## src/rtl/cot_gate_drive.sv

```systemverilog
// Constant-on-time half-bridge gate driver: dead time, min off,
// max on and abort handling between the ton timer and gate pins.
module cot_gate_drive #(
  parameter int DEADTIME = 8,
  parameter int MIN_OFF  = 20,
  parameter int MAX_ON   = 4000,
  parameter int CNT_W    = 21
) (
  input  logic clk,
  input  logic rst_n,
  input  logic en,
  input  logic fault,
  input  logic set,
  input  logic reset_pwm,
  output logic hs_gate,
  output logic ls_gate,
  output logic on_active,
  output logic max_on_err
);

  typedef enum logic [2:0] {
    S_OFF = 3'd0,
    S_LS  = 3'd1,
    S_DTR = 3'd2,
    S_HS  = 3'd3,
    S_DTF = 3'd4
  } state_t;

  localparam logic [CNT_W-1:0] DT_LAST  = CNT_W'(DEADTIME - 1);
  localparam logic [CNT_W-1:0] MIN_CNT  = CNT_W'(MIN_OFF);
  localparam logic [CNT_W-1:0] MAX_LAST = CNT_W'(MAX_ON - 1);

  state_t           state;
  state_t           nxt;
  logic [CNT_W-1:0] cnt;
  logic             set_dly;
  logic             set_pos;
  logic             abort;
  logic             max_hit;

  assign set_pos = set & ~set_dly;
  assign abort   = ~en | fault;

  always_comb begin
    nxt     = state;
    max_hit = 1'b0;
    if (abort) begin
      nxt = S_OFF;
    end else begin
      unique case (state)
        S_OFF: nxt = S_LS;
        S_LS: begin
          if (set_pos && cnt >= MIN_CNT) nxt = S_DTR;
        end
        S_DTR: begin
          if (cnt == DT_LAST) nxt = S_HS;
        end
        S_HS: begin
          // a timer turn-off on the expiry cycle is not an error
          if (reset_pwm) begin
            nxt = S_DTF;
          end else if (cnt == MAX_LAST) begin
            nxt     = S_DTF;
            max_hit = 1'b1;
          end
        end
        S_DTF: begin
          if (cnt == DT_LAST) nxt = S_LS;
        end
        default: nxt = S_OFF;
      endcase
    end
  end

  always_ff @(posedge clk or negedge rst_n) begin
    if (!rst_n) begin
      state      <= S_OFF;
      cnt        <= '0;
      set_dly    <= 1'b0;
      hs_gate    <= 1'b0;
      ls_gate    <= 1'b0;
      on_active  <= 1'b0;
      max_on_err <= 1'b0;
    end else begin
      state   <= nxt;
      set_dly <= set;
      if (nxt != state) cnt <= '0;
      else if (~&cnt)   cnt <= cnt + 1'b1;
      // gates decode the next state so they move with it
      hs_gate    <= (nxt == S_HS);
      ls_gate    <= (nxt == S_LS);
      on_active  <= (nxt == S_DTR) || (nxt == S_HS);
      max_on_err <= max_hit;
    end
  end

endmodule
```

## config.mk

```make
export PLATFORM = sky130hd
export DESIGN_NAME = cot_gate_drive
export DESIGN_NICKNAME = d
export VERILOG_FILES = /design/src/rtl/cot_gate_drive.sv
export SDC_FILE = /design/constraint.sdc
export NUM_CORES = 1
export LEC_CHECK = 0
export ABC_AREA = 1
export BUFFER_PORTS_ARGS = -buffer_cell sky130_fd_sc_hd__clkbuf_2
export CAP_MARGIN = 20
export CORE_UTILIZATION = 35
export DETAILED_ROUTE_END_ITERATION = 10
export PLACE_DENSITY = 0.55
export SLEW_MARGIN = 15
export SYNTH_ARGS = -nofsm -noshare
export SYNTH_HDL_FRONTEND = slang
export SYNTH_SLANG_ARGS = --single-unit
```

## constraint.sdc

```tcl
create_clock -name clk -period 1.6 [get_ports clk]
set_input_delay 0.08 -clock clk [delete_from_list [all_inputs] [get_ports clk]]
set_output_delay 0.08 -clock clk [all_outputs]
set_load 0.02 [all_outputs]
```

== After elaboration in Yosys (flattened, before gate mapping) ==
Cells that the tools add are included.

* Flip-flop bits (word level): 29
* Output and inout bits: 4
* Word-level logic and storage cells: 41

* $add $sub $neg: 1
* Magnitude comparators: 1
* Equality and inequality tests: 11
* Mux-type cells: 13
* Bitwise operators: 4
* Reduce and logical (&&, ||, !) cells: 4

{| class="wikitable"
|+ Operators by type and width
! kind !! number
|-
| two-way mux 21 bit || 2
|-
| adder 21 x 1 -> 21 bit (second input constant) || 1
|-
| equality test 21 x 12 -> 1 bit (second input constant) || 1
|-
| equality test 21 x 3 -> 1 bit (second input constant) || 1
|-
| greater-or-equal comparator 21 x 5 -> 1 bit (second input constant) || 1
|-
| AND reduction 21 bit || 1
|-
| two-way mux 3 bit || 6
|-
| one-hot mux 3 bit (5 select lines) || 1
|-
| equality test 3 x 2 -> 1 bit (second input constant) || 4
|-
| equality test 3 x 1 -> 1 bit (second input constant) || 2
|-
| two-way mux 1 bit || 4
|-
| equality test 3 bit (second input constant) || 1
|-
| zero test 3 bit || 1
|-
| != test 3 bit || 1
|-
| != test 2 bit (second input constant) || 1
|-
| inverter 1 bit || 2
|-
| AND 1 bit || 1
|-
| logical AND 1 bit || 1
|-
| logical OR 1 bit || 1
|-
| bitwise OR 1 bit || 1
|}

== Depth between registers and ports, before layout ==
Gate-level depths: netlist of the first run.

* Depth in word-level cells: 8
* Gate-level depth with buffers: 15
* Gate-level depth less buffers: 14

== Least setup slack after synthesis of the first run ==
No wires, ideal clock.

* Path type: reg-to-reg
* Start: register cnt[0]
* End: register cnt[12]
* Library setup time: 123 ps
* Arrival time: 1,655 ps
* Path slack: -177 ps
* Cell stages (with the launch flop): 14
* Buffers on the path: 1
* Path through: dfrtp_1 > ha_1 > nand3_1 > nor2_1 > nand3_2 > nand2_1 > nand3_1 > nand2_1 > nand2_1 > nand2_1 > nor2_4 > nand2_4 > buf_12 > nor2_4

* Cells in the longest elaborated chain, start to end: 7
* Elaborated cells on any way between the ends: 17

{| class="wikitable"
|+ RTL lines
! item !! RTL line !! RTL
|-
| from (decl) || 35 || <nowiki>logic [CNT_W-1:0] cnt;</nowiki>
|-
| from (signal assigned) || 88 || <nowiki>else if (~&cnt) cnt <= cnt + 1'b1;</nowiki>
|-
| greater-or-equal comparator 21 x 5 -> 1 bit / equality test 21 x 12 -> 1 bit (equally long branches) || 53, 62 ||
|-
| logical AND 1 bit / two-way mux 3 bit (equally long branches) || 53, 62 ||
|-
| two-way mux 3 bit (on tied branches) || 53, 60 ||
|-
| one-hot mux 3 bit (5 select lines) || 50 || <nowiki>unique case (state)</nowiki>
|-
| two-way mux 3 bit || 47 || <nowiki>if (abort) begin</nowiki>
|-
| != test 3 bit || 87 || <nowiki>if (nxt != state) cnt <= '0;</nowiki>
|-
| != test 2 bit (no line) / two-way mux 21 bit (equally long branches) || - ||
|}

Several ways; a longest one is shown, not always the timed one. The select of a mux whose other input is x is not followed.
A chain may end at the register's enable or synchronous reset.

== Worst setup path after layout of the first run ==
* Start: register cnt[1]
* End: register cnt[8]

The elaborated chain is that of the path after synthesis.

==> results of run 1 <==
[final timing paths]
check	startpoint	endpoint	slack, ns
max in group asynchronous	rst_n	cnt[3]	0.94
worst max-delay path	cnt[1]	cnt[8]	-0.27
min in group asynchronous	rst_n	state[2]	0.35
worst max register to register	cnt[1]	cnt[8]	-0.27
worst min-delay path	en	max_on_err	0.04
worst min register to register	cnt[19]	cnt[19]	0.68
[power groups by stage]
stage | sequential (mW) | combinational [mW] | clock (mW)
floorplan | 0.816 | 0.152 | 0
global placement | 0.816 | 0.261 | 0
detailed placement | 0.818 | 0.265 | 0
CTS | 0.805 | 0.297 | 0.703
global route | 0.811 | 0.364 | 0.732
finish | 0.806 | 0.327 | 0.678
[worst max-delay path, delay by kind of cell, from the launching register on]
family	cells	cell delay, ns
and+or+nand+nor	7	0.79
xor gates and xnor gates	1	0.16
DFF	1	0.40
buffers and inverters	2	0.24
adders and majority gates	1	0.17
[cell usage in the layout, fill, tap and decap left out, types with 3 or more instances in the layout]
master / count
dlygate4sd3_1: 3
clkbuf_8: 7
nor2_1: 29
dfrtp_2: 3
buf_4: 50
inv_1: 28
inv_2: 3
nand3_1: 17
nand2_1: 43
nand3_4: 3
nor2_2: 13
nand2_2: 15
nand4_1: 6
xor2_1: 4
o21ai_0: 5
nor2_4: 21
nor3_1: 3
clkbuf_2: 9
nand3_2: 3
dfrtp_1: 26
buf_6: 3
[layer usage]
| layer | track usage | vias up | wire, microns |
|---|---|---|---|
| met4 | 0.0545 | 0 | 55 |
| met5 | 0 | - | 0 |
| met3 | 0.0420 | 5 | 134 |
| li1 | - | 918 | - |
| met2 | 0.296 | 21 | 2170 |
| met1 | 0.251 | 802 | 2160 |
[what timing repair did]
action,4_1_cts,5_1_grt
hold buffers,3,0
cloned,1,0
setup endpoints to repair,21,24
pin swaps,2,23
setup buffers,4,0
endpoints found under the hold margin,31,0
resized for setup,20,30
[cell families after synthesis]
logic type      synth area share
simple gates               0.437
buf+inv                   0.0801
flops                      0.394
compound gates            0.0373
xor+xnor                  0.0380
fa+ha+maj                 0.0136
[final cells by class]
cell class                      count  share of cell area
Sequential cell                    29               0.263
Timing Repair Buffer               67               0.192
Tap cell                           70              0.0316
Inverter                           31              0.0420
Clock buffer                        7              0.0348
Clock inverter                      1             0.00181
Multi-Input combinational cell    183               0.435
[flip-flops by register name, indices dropped and copies added (netlist names)]
register,cells
state,3
ls_gate,1
max_on_err,1
hs_gate,1
cnt,21
set_dly,1
on_active,1
[metrics by stage]
step                area (sq um)  cells  setup WS (ns)
floorplan                   1900    245         -0.114
global placement            2380    372         -0.288
detailed placement          2380    372         -0.298
CTS                         2650    388         -0.236
global route                2770    388         -0.375
finish                      2770    388         -0.272
==> impl_metrics.json, run 1 <==
{
  "clk_pin_slew_ns": 0.07,
  "p_total_mw": 1.81,
  "viasPerCell": 4.50,
  "synth_nets": 253,
  "rr_worst_depth": 11,
  "ys_async_sr_fraction": 1.00,
  "die_h_microns": 74.6,
  "finalSetupViolCount": 21,
  "grt_max_degree": 30,
  "setup.worst_path.class": "flop to flop",
  "die-area_sq_mm": 0.00556,
  "synth_area_per_cell_sq_um": 7.52,
  "layout_setup_ws_ns": -0.272,
  "cp_slowest_cell": "dfrtp_1",
  "p_clk_frac": 0.374,
  "holdPathStages": 3,
  "slew_headroom": 0.740,
  "finalCriticalPeriod_ns": 1.87,
  "status": "complete, but fails checks",
  "htreeDepth": 2,
  "grt_usage": 0.186,
  "wirelength_mm": 4.52,
  "cts_made_buffers": 5,
  "endpoint_kind": "flop",
  "route.antenna.remaining_nets": 0,
  "p_int_mw": 1.30,
  "switchingPower_uw": 506,
  "rsz0062_at_grt": "yes",
  "cp_max_fo": 4,
  "cp_cell_sequence": "ha_4 -> nand3_4 -> buf_6 -> nor2_4 -> nand2_2 -> nor3_4 -> nand3_4 -> nand2_4 -> buf_6 -> xor2_1 -> nor2_2",
  "start_util": 0.363,
  "arrival_ns": 2.05,
  "ys_top_cells_by_area": "dfrtp_1, nand2_1, nor2_1, inv_1, nor2_2",
  "num_vias": 1746,
  "layout.area.seq_sq_um": 729,
  "row_count": 26,
  "maxCapViolations": 0,
  "cts_buffer_depth": 2,
  "core_sq_mm": 0.00507,
  "hold-worst-slack_ns": 0.0396,
  "drive_gt1_frac": 0.453,
  "postSynthCellCount": 245,
  "grt-ovfl-total": 0,
  "synth_most_common_cell": "nand2_1",
  "firstDrtPassIters": 4,
  "power_density_mw_per_mm2": 654,
  "ys_warn_count": 0,
  "critPathLaunchType": "flop",
  "pwr-share-seq": 0.445,
  "finClkSkew_ns": 0.00610,
  "yosys.area.top_type_share": 0.394,
  "ys.flop_type": "dfrtp_1",
  "combPwrFrac": 0.181,
  "clkLatencyLatePin_ns": 0.28,
  "utilization": 0.546,
  "min_path_type": "primary input to flop",
  "synth_top_area_cell": "dfrtp_1",
  "drc_errors": 0,
  "syn_area_sq_mm": 0.00184,
  "finalHoldViolCount": 0,
  "grt_pass1_wl_mm": 7.63,
  "hpwl_mm": 3.29,
  "multi_input_area_sq_mm": 0.00120,
  "drv_slew": 0,
  "clock-sinks": 29,
  "grt_pass1_vias": 1663,
  "ys_ff_latch": 29,
  "die_x_microns": 74.6,
  "drt_iter0_drc": 56,
  "cts_root_buf": "clkbuf_8",
  "io_pins": 10,
  "areaGrowthSynthToFinish_pct": 50.3,
  "routabilityCongestion": 0.801,
  "switching_share": 0.279,
  "synth-edff-count": 0,
  "wl_per_cell_microns": 11.6,
  "fmax_mhz": 534,
  "num-fill-cells": 489,
  "cpPeakStageDelay_ns": 0.40,
  "fin_setup_tns_ns": -4.73,
  "cts_tree": "built",
  "post-route-period-util": 1.17,
  "worstPathRequired_ns": 1.78,
  "tightest_slew_ns": 0.390,
  "synth.distinct_cells": 28,
  "yosys-top-cells-count": "nand2_1, nor2_1, dfrtp_1, inv_1, nand3_1",
  "failed_checks": "setup timing",
  "ir_drop_v": 0.000458,
  "final_nets": 325,
  "port_buffers": 9,
  "leakage_nw": 1.30,
  "ys_seq_area_frac": 0.394,
  "antenna_found_initial": 0,
  "diodes": 0
}
No activity file was read; power rests on OpenSTA's default activity.
==> run 2, diff against run 1 <==
--- a/config.mk
+++ b/config.mk
@@ -6,7 +6,7 @@
 export NUM_CORES = 1
 export LEC_CHECK = 0
 export ABC_AREA = 1
-export BUFFER_PORTS_ARGS = -buffer_cell sky130_fd_sc_hd__clkbuf_2
+export BUFFER_PORTS_ARGS = -buffer_cell sky130_fd_sc_hd__buf_2
 export CAP_MARGIN = 20
 export CORE_UTILIZATION = 35
 export DETAILED_ROUTE_END_ITERATION = 10
==> constraint.sdc (replaced) <==
create_clock -name clk -period 1.6 [get_ports clk]
set_input_delay 0.08 -clock clk [delete_from_list [all_inputs] [get_ports clk]]
set_output_delay 0.08 -clock clk [all_outputs]
set_load 0.005 [all_outputs]
==> impl_metrics.json, run 2 (synthesis gave the netlist of run 1 again) <==
{
  "leakage_nw": 1.33,
  "viasPerCell": 4.53,
  "clk_pin_slew_ns": 0.07,
  "finClkSkew_ns": 0.00419,
  "switchingPower_uw": 531,
  "areaGrowthSynthToFinish_pct": 51.6,
  "arrival_ns": 2.06,
  "diodes": 0,
  "utilization": 0.551,
  "drt_iter0_drc": 54,
  "status": "complete, but fails checks",
  "finalCriticalPeriod_ns": 1.88,
  "tightest_slew_ns": 0.661,
  "cts_tree": "built",
  "critPathLaunchType": "flop",
  "worstPathRequired_ns": 1.78,
  "dp.cells": 372,
  "failed_checks": "setup timing",
  "ir_drop_v": 0.000543,
  "cts_made_buffers": 5,
  "antenna_found_initial": 0,
  "fin_setup_tns_ns": -5.44,
  "grt_usage": 0.187,
  "min_path_type": "primary input to flop",
  "firstDrtPassIters": 4,
  "largest_reg_flops": 21,
  "die_h_microns": 74.6,
  "grt_pass1_vias": 1638,
  "clkLatencyLatePin_ns": 0.28,
  "layout.area.seq_sq_um": 729,
  "p_clk_frac": 0.360,
  "layout_setup_ws_ns": -0.283,
  "num_vias": 1767,
  "grt_pass1_wl_mm": 7.65,
  "fin_area_sq_mm": 0.00279,
  "finalHoldViolCount": 0,
  "cts_root_buf": "clkbuf_8",
  "p_total_mw": 1.81,
  "cts_buffer_depth": 2,
  "port_buffers": 9,
  "finalSetupViolCount": 23,
  "drive_gt1_frac": 0.469,
  "wl_per_cell_microns": 12.0,
  "maxCapViolations": 0,
  "p_int_mw": 1.28,
  "clock-sinks": 29,
  "endpoint_kind": "flop",
  "pwr-share-seq": 0.443,
  "slew_headroom": 0.559,
  "rsz0062_at_grt": "yes",
  "drc_errors": 0,
  "routabilityCongestion": 0.826,
  "switching_share": 0.292,
  "setup.worst_path.class": "flop to flop",
  "cp_max_fo": 4,
  "route.antenna.remaining_nets": 0,
  "die_x_microns": 74.6,
  "multi_input_area_sq_mm": 0.00122,
  "row_count": 26,
  "final_nets": 327,
  "num-fill-cells": 507,
  "power_density_mw_per_mm2": 649,
  "placed_cell_area_sq_mm": 0.00238,
  "hpwl_mm": 3.26,
  "start_util": 0.363,
  "htreeDepth": 2,
  "die-area_sq_mm": 0.00556,
  "grt-ovfl-total": 0,
  "post-route-period-util": 1.18,
  "regMostFlops": "cnt",
  "top_regs": "cnt (21), state (3)",
  "io_pins": 10,
  "fmax_mhz": 531,
  "wirelength_mm": 4.69,
  "final_cell_mix": "buf_4, nand2_1, inv_1, nor2_1, dfrtp_1",
  "final_common_cell": "buf_4",
  "core_sq_mm": 0.00507,
  "combPwrFrac": 0.196,
  "final_cells": 390,
  "grt_max_degree": 30,
  "drv_slew": 0
}
## run 2: changes by cell type in the layout (fill, tap and decap cells not counted), moves of 3 or more
cell and delta:
buf_2 +9, clkbuf_2 -9, nand2_2 +3, nand3_1 -3
nand3_2 +4
## run 2: what timing repair did
item / in CTS / in global routing
setup buffers: 5 / 1
hold buffers: 3 / 0
gates resized for setup: 14 / 41
pin swaps: 7 / 30
endpoints found under the setup margin: 22 / 24
hold endpoints to repair: 31 / 0
gates cloned: 1 / 0
## run 2: final timing paths
path | slack, ns | from | end | depth (start not counted)
worst max-delay path | -0.28 | cnt[0] | cnt[13] | 11
worst max register to register | -0.28 | cnt[0] | cnt[13] | 11
max in group asynchronous | 0.77 | rst_n | cnt[8] | 2
worst min register to register | 0.66 | cnt[19] | cnt[19] | 4
worst min-delay path | 0.07 | en | max_on_err | 3
min in group asynchronous | 0.36 | rst_n | state[2] | 2
## run 2: cell type report
class / count / share of cell area
Multi-Input combinational cell: 183 / 0.436
Sequential cell: 29 / 0.261
Timing Repair Buffer: 69 / 0.196
Inverter: 31 / 0.0416
Tap cell: 70 / 0.0313
Clock buffer: 6 / 0.0296
Clock inverter: 2 / 0.00493
## run 2: power groups by stage
stage          Sequential [mW]  Combinational (mW)  Clock, mW
5_1_grt                  0.809               0.392      0.718
6_report                 0.804               0.356      0.654
2_1_floorplan            0.815               0.152          0
4_1_cts                  0.802               0.315      0.676
3_5_place_dp             0.816               0.267          0
3_3_place_gp             0.816               0.260          0
## run 2: through the flow
stage,hold slack [ns],worst slack (ns)
2_1_floorplan,-0.216,-0.114
3_3_place_gp,0.161,-0.289
3_5_place_dp,0.159,-0.295
4_1_cts,0.0588,-0.260
5_1_grt,0.0674,-0.417
6_report,0.0677,-0.283
## run 2: critical path: stages (launching register included)
cell	delay (ns)
dfrtp_1	0.40
ha_4	0.18
nand3_4	0.10
buf_6	0.14
nor2_4	0.10
nand2_2	0.08
nor3_4	0.16
nand3_2	0.15
buf_4	0.16
nand2_1	0.06
xor2_1	0.18
nor2_2	0.06
## run 2: routing by layer
layer,share of wire,track usage
met5,0,0
met4,0.0098,0.0440
met3,0.028,0.0528
met2,0.49,0.294
met1,0.48,0.254
==> run 3, diff against run 2 <==
--- a/config.mk
+++ b/config.mk
@@ -10,7 +10,7 @@
 export CAP_MARGIN = 20
 export CORE_UTILIZATION = 35
 export DETAILED_ROUTE_END_ITERATION = 10
-export PLACE_DENSITY = 0.55
+export PLACE_DENSITY = 0.54
 export SLEW_MARGIN = 15
 export SYNTH_ARGS = -nofsm -noshare
 export SYNTH_HDL_FRONTEND = slang
==> constraint.sdc (replaced) <==
create_clock -name clk -period 2.1 [get_ports clk]
set_input_delay 0.105 -clock clk [delete_from_list [all_inputs] [get_ports clk]]
set_output_delay 0.105 -clock clk [all_outputs]
set_load 0.005 [all_outputs]
==> impl_metrics.json, run 3 (synthesis gave the netlist of run 1 again) <==
{
  "cts_made_buffers": 5,
  "hpwl_mm": 2.82,
  "clkLatencyLatePin_ns": 0.28,
  "holdPathStages": 2,
  "diodes": 0,
  "power_density_mw_per_mm2": 565,
  "drive_gt1_frac": 0.307,
  "utilization": 0.458,
  "finClkSkew_ns": 0.00388,
  "fin_area_sq_mm": 0.00232,
  "final_cell_mix": "nand2_1, nor2_1, inv_1",
  "placed_cell_area_sq_mm": 0.00201,
  "slew_headroom": 0.559,
  "grt_pass1_wl_mm": 6.52,
  "leakage_nw": 1.11,
  "layout.area.seq_sq_um": 731,
  "endpoint_kind": "flop",
  "maxCapViolations": 0,
  "grt_pass1_vias": 1420,
  "rr_worst_depth": 11,
  "post-route-period-util": 0.935,
  "crit_path_start": "cnt[0]",
  "wl_per_cell_microns": 11.1,
  "grt_usage": 0.160,
  "grt-ovfl-total": 0,
  "reg2reg_to": "cnt[6]",
  "finalHoldViolCount": 0,
  "clk_pin_slew_ns": 0.06,
  "start_util": 0.363,
  "critPathLaunchType": "flop",
  "final_common_cell": "nand2_1",
  "antenna_found_initial": 0,
  "clock-sinks": 29,
  "final_nets": 287,
  "drt_iter0_drc": 90,
  "worstPathRequired_ns": 2.27,
  "grt_max_degree": 30,
  "hold-worst-slack_ns": 0.00965,
  "die_h_microns": 74.6,
  "finalSetupViolCount": 0,
  "route.antenna.remaining_nets": 0,
  "htreeDepth": 2,
  "num-fill-cells": 521,
  "ir_drop_v": 0.000377,
  "fin_setup_tns_ns": 0,
  "fmax_mhz": 509,
  "port_buffers": 9,
  "die-area_sq_mm": 0.00556,
  "largest_reg_flops": 21,
  "min_from": "reset_pwm",
  "min_path_type": "primary input to flop",
  "viasPerCell": 4.50,
  "cts_tree": "built",
  "top_regs": "cnt (21), state (3)",
  "drc_errors": 0,
  "layout_setup_ws_ns": 0.136,
  "num_vias": 1575,
  "firstDrtPassIters": 4,
  "setup.worst_path.class": "flop to flop",
  "cp_max_fo": 5,
  "io_pins": 10,
  "tightest_slew_ns": 0.661,
  "p_total_mw": 1.31,
  "multi_input_area_sq_mm": 0.00106,
  "arrival_ns": 2.14,
  "cts_root_buf": "clkbuf_8",
  "row_count": 26,
  "finalCriticalPeriod_ns": 1.96,
  "regMostFlops": "cnt",
  "routabilityCongestion": 0.819,
  "dp.cells": 327,
  "pre_cts_ws_ns": 0.0512,
  "wirelength_mm": 3.87,
  "final_cells": 350,
  "core_sq_mm": 0.00507,
  "reg2reg_from": "cnt[0]",
  "status": "finished clean",
  "drv_slew": 0,
  "die_x_microns": 74.6,
  "r2r_slack_ns": 0.14,
  "cts_buffer_depth": 2,
  "areaGrowthSynthToFinish_pct": 26.1,
  "holdPathEnd": "max_on_err"
}
## run 3: layer usage
metal / share of wire / GRT usage / vias up
li1: - / - / 836
met1: 0.51 / 0.230 / 719
met2: 0.45 / 0.227 / 14
met3: 0.022 / 0.0379 / 6
met4: 0.019 / 0.0713 / 0
met5: 0 / 0 / -
## run 3: how the worst max path moves through the flow
| stage | endpoint | cells after the start |
|---|---|---|
| 2_1_floorplan | cnt[12] | 13 |
| 3_3_place_gp | cnt[12] | 11 |
| 3_5_place_dp | cnt[12] | 11 |
| 4_1_cts | cnt[12] | 11 |
| 5_1_grt | cnt[7] | 12 |
| 6_report | cnt[6] | 11 |
## run 3: power by group
| part | internal (mW) | switching, mW |
|---|---|---|
| sequential | 0.582 | 0.0317 |
| clock | 0.296 | 0.215 |
| combinational | 0.0884 | 0.0998 |
## run 3: area by class of cell
type	count	share of cell area
clock buffers	7	0.0415
inverters	31	0.0501
clock inverters	1	0.00215
multi-input cells	183	0.456
flip-flops and latches	29	0.314
repair buffers	29	0.0985
well taps	70	0.0377
## run 3: critical path, stage by stage (launching register included)
cell	delay [ns]
dfrtp_1	0.41
ha_4	0.17
nand3_2	0.10
buf_6	0.15
nor2_1	0.08
nand2_1	0.10
nor3_4	0.23
nand3_2	0.15
nand4_1	0.18
nor2_2	0.06
xnor2_2	0.20
nor2_4	0.03
## run 3: repair_timing
item / CTS / global route
hold endpoints to repair: 30 / 0
endpoints found under the setup margin: 0 / 20
hold buffers: 2 / 0
gates resized for setup: 0 / 22
setup buffers: 0 / 13
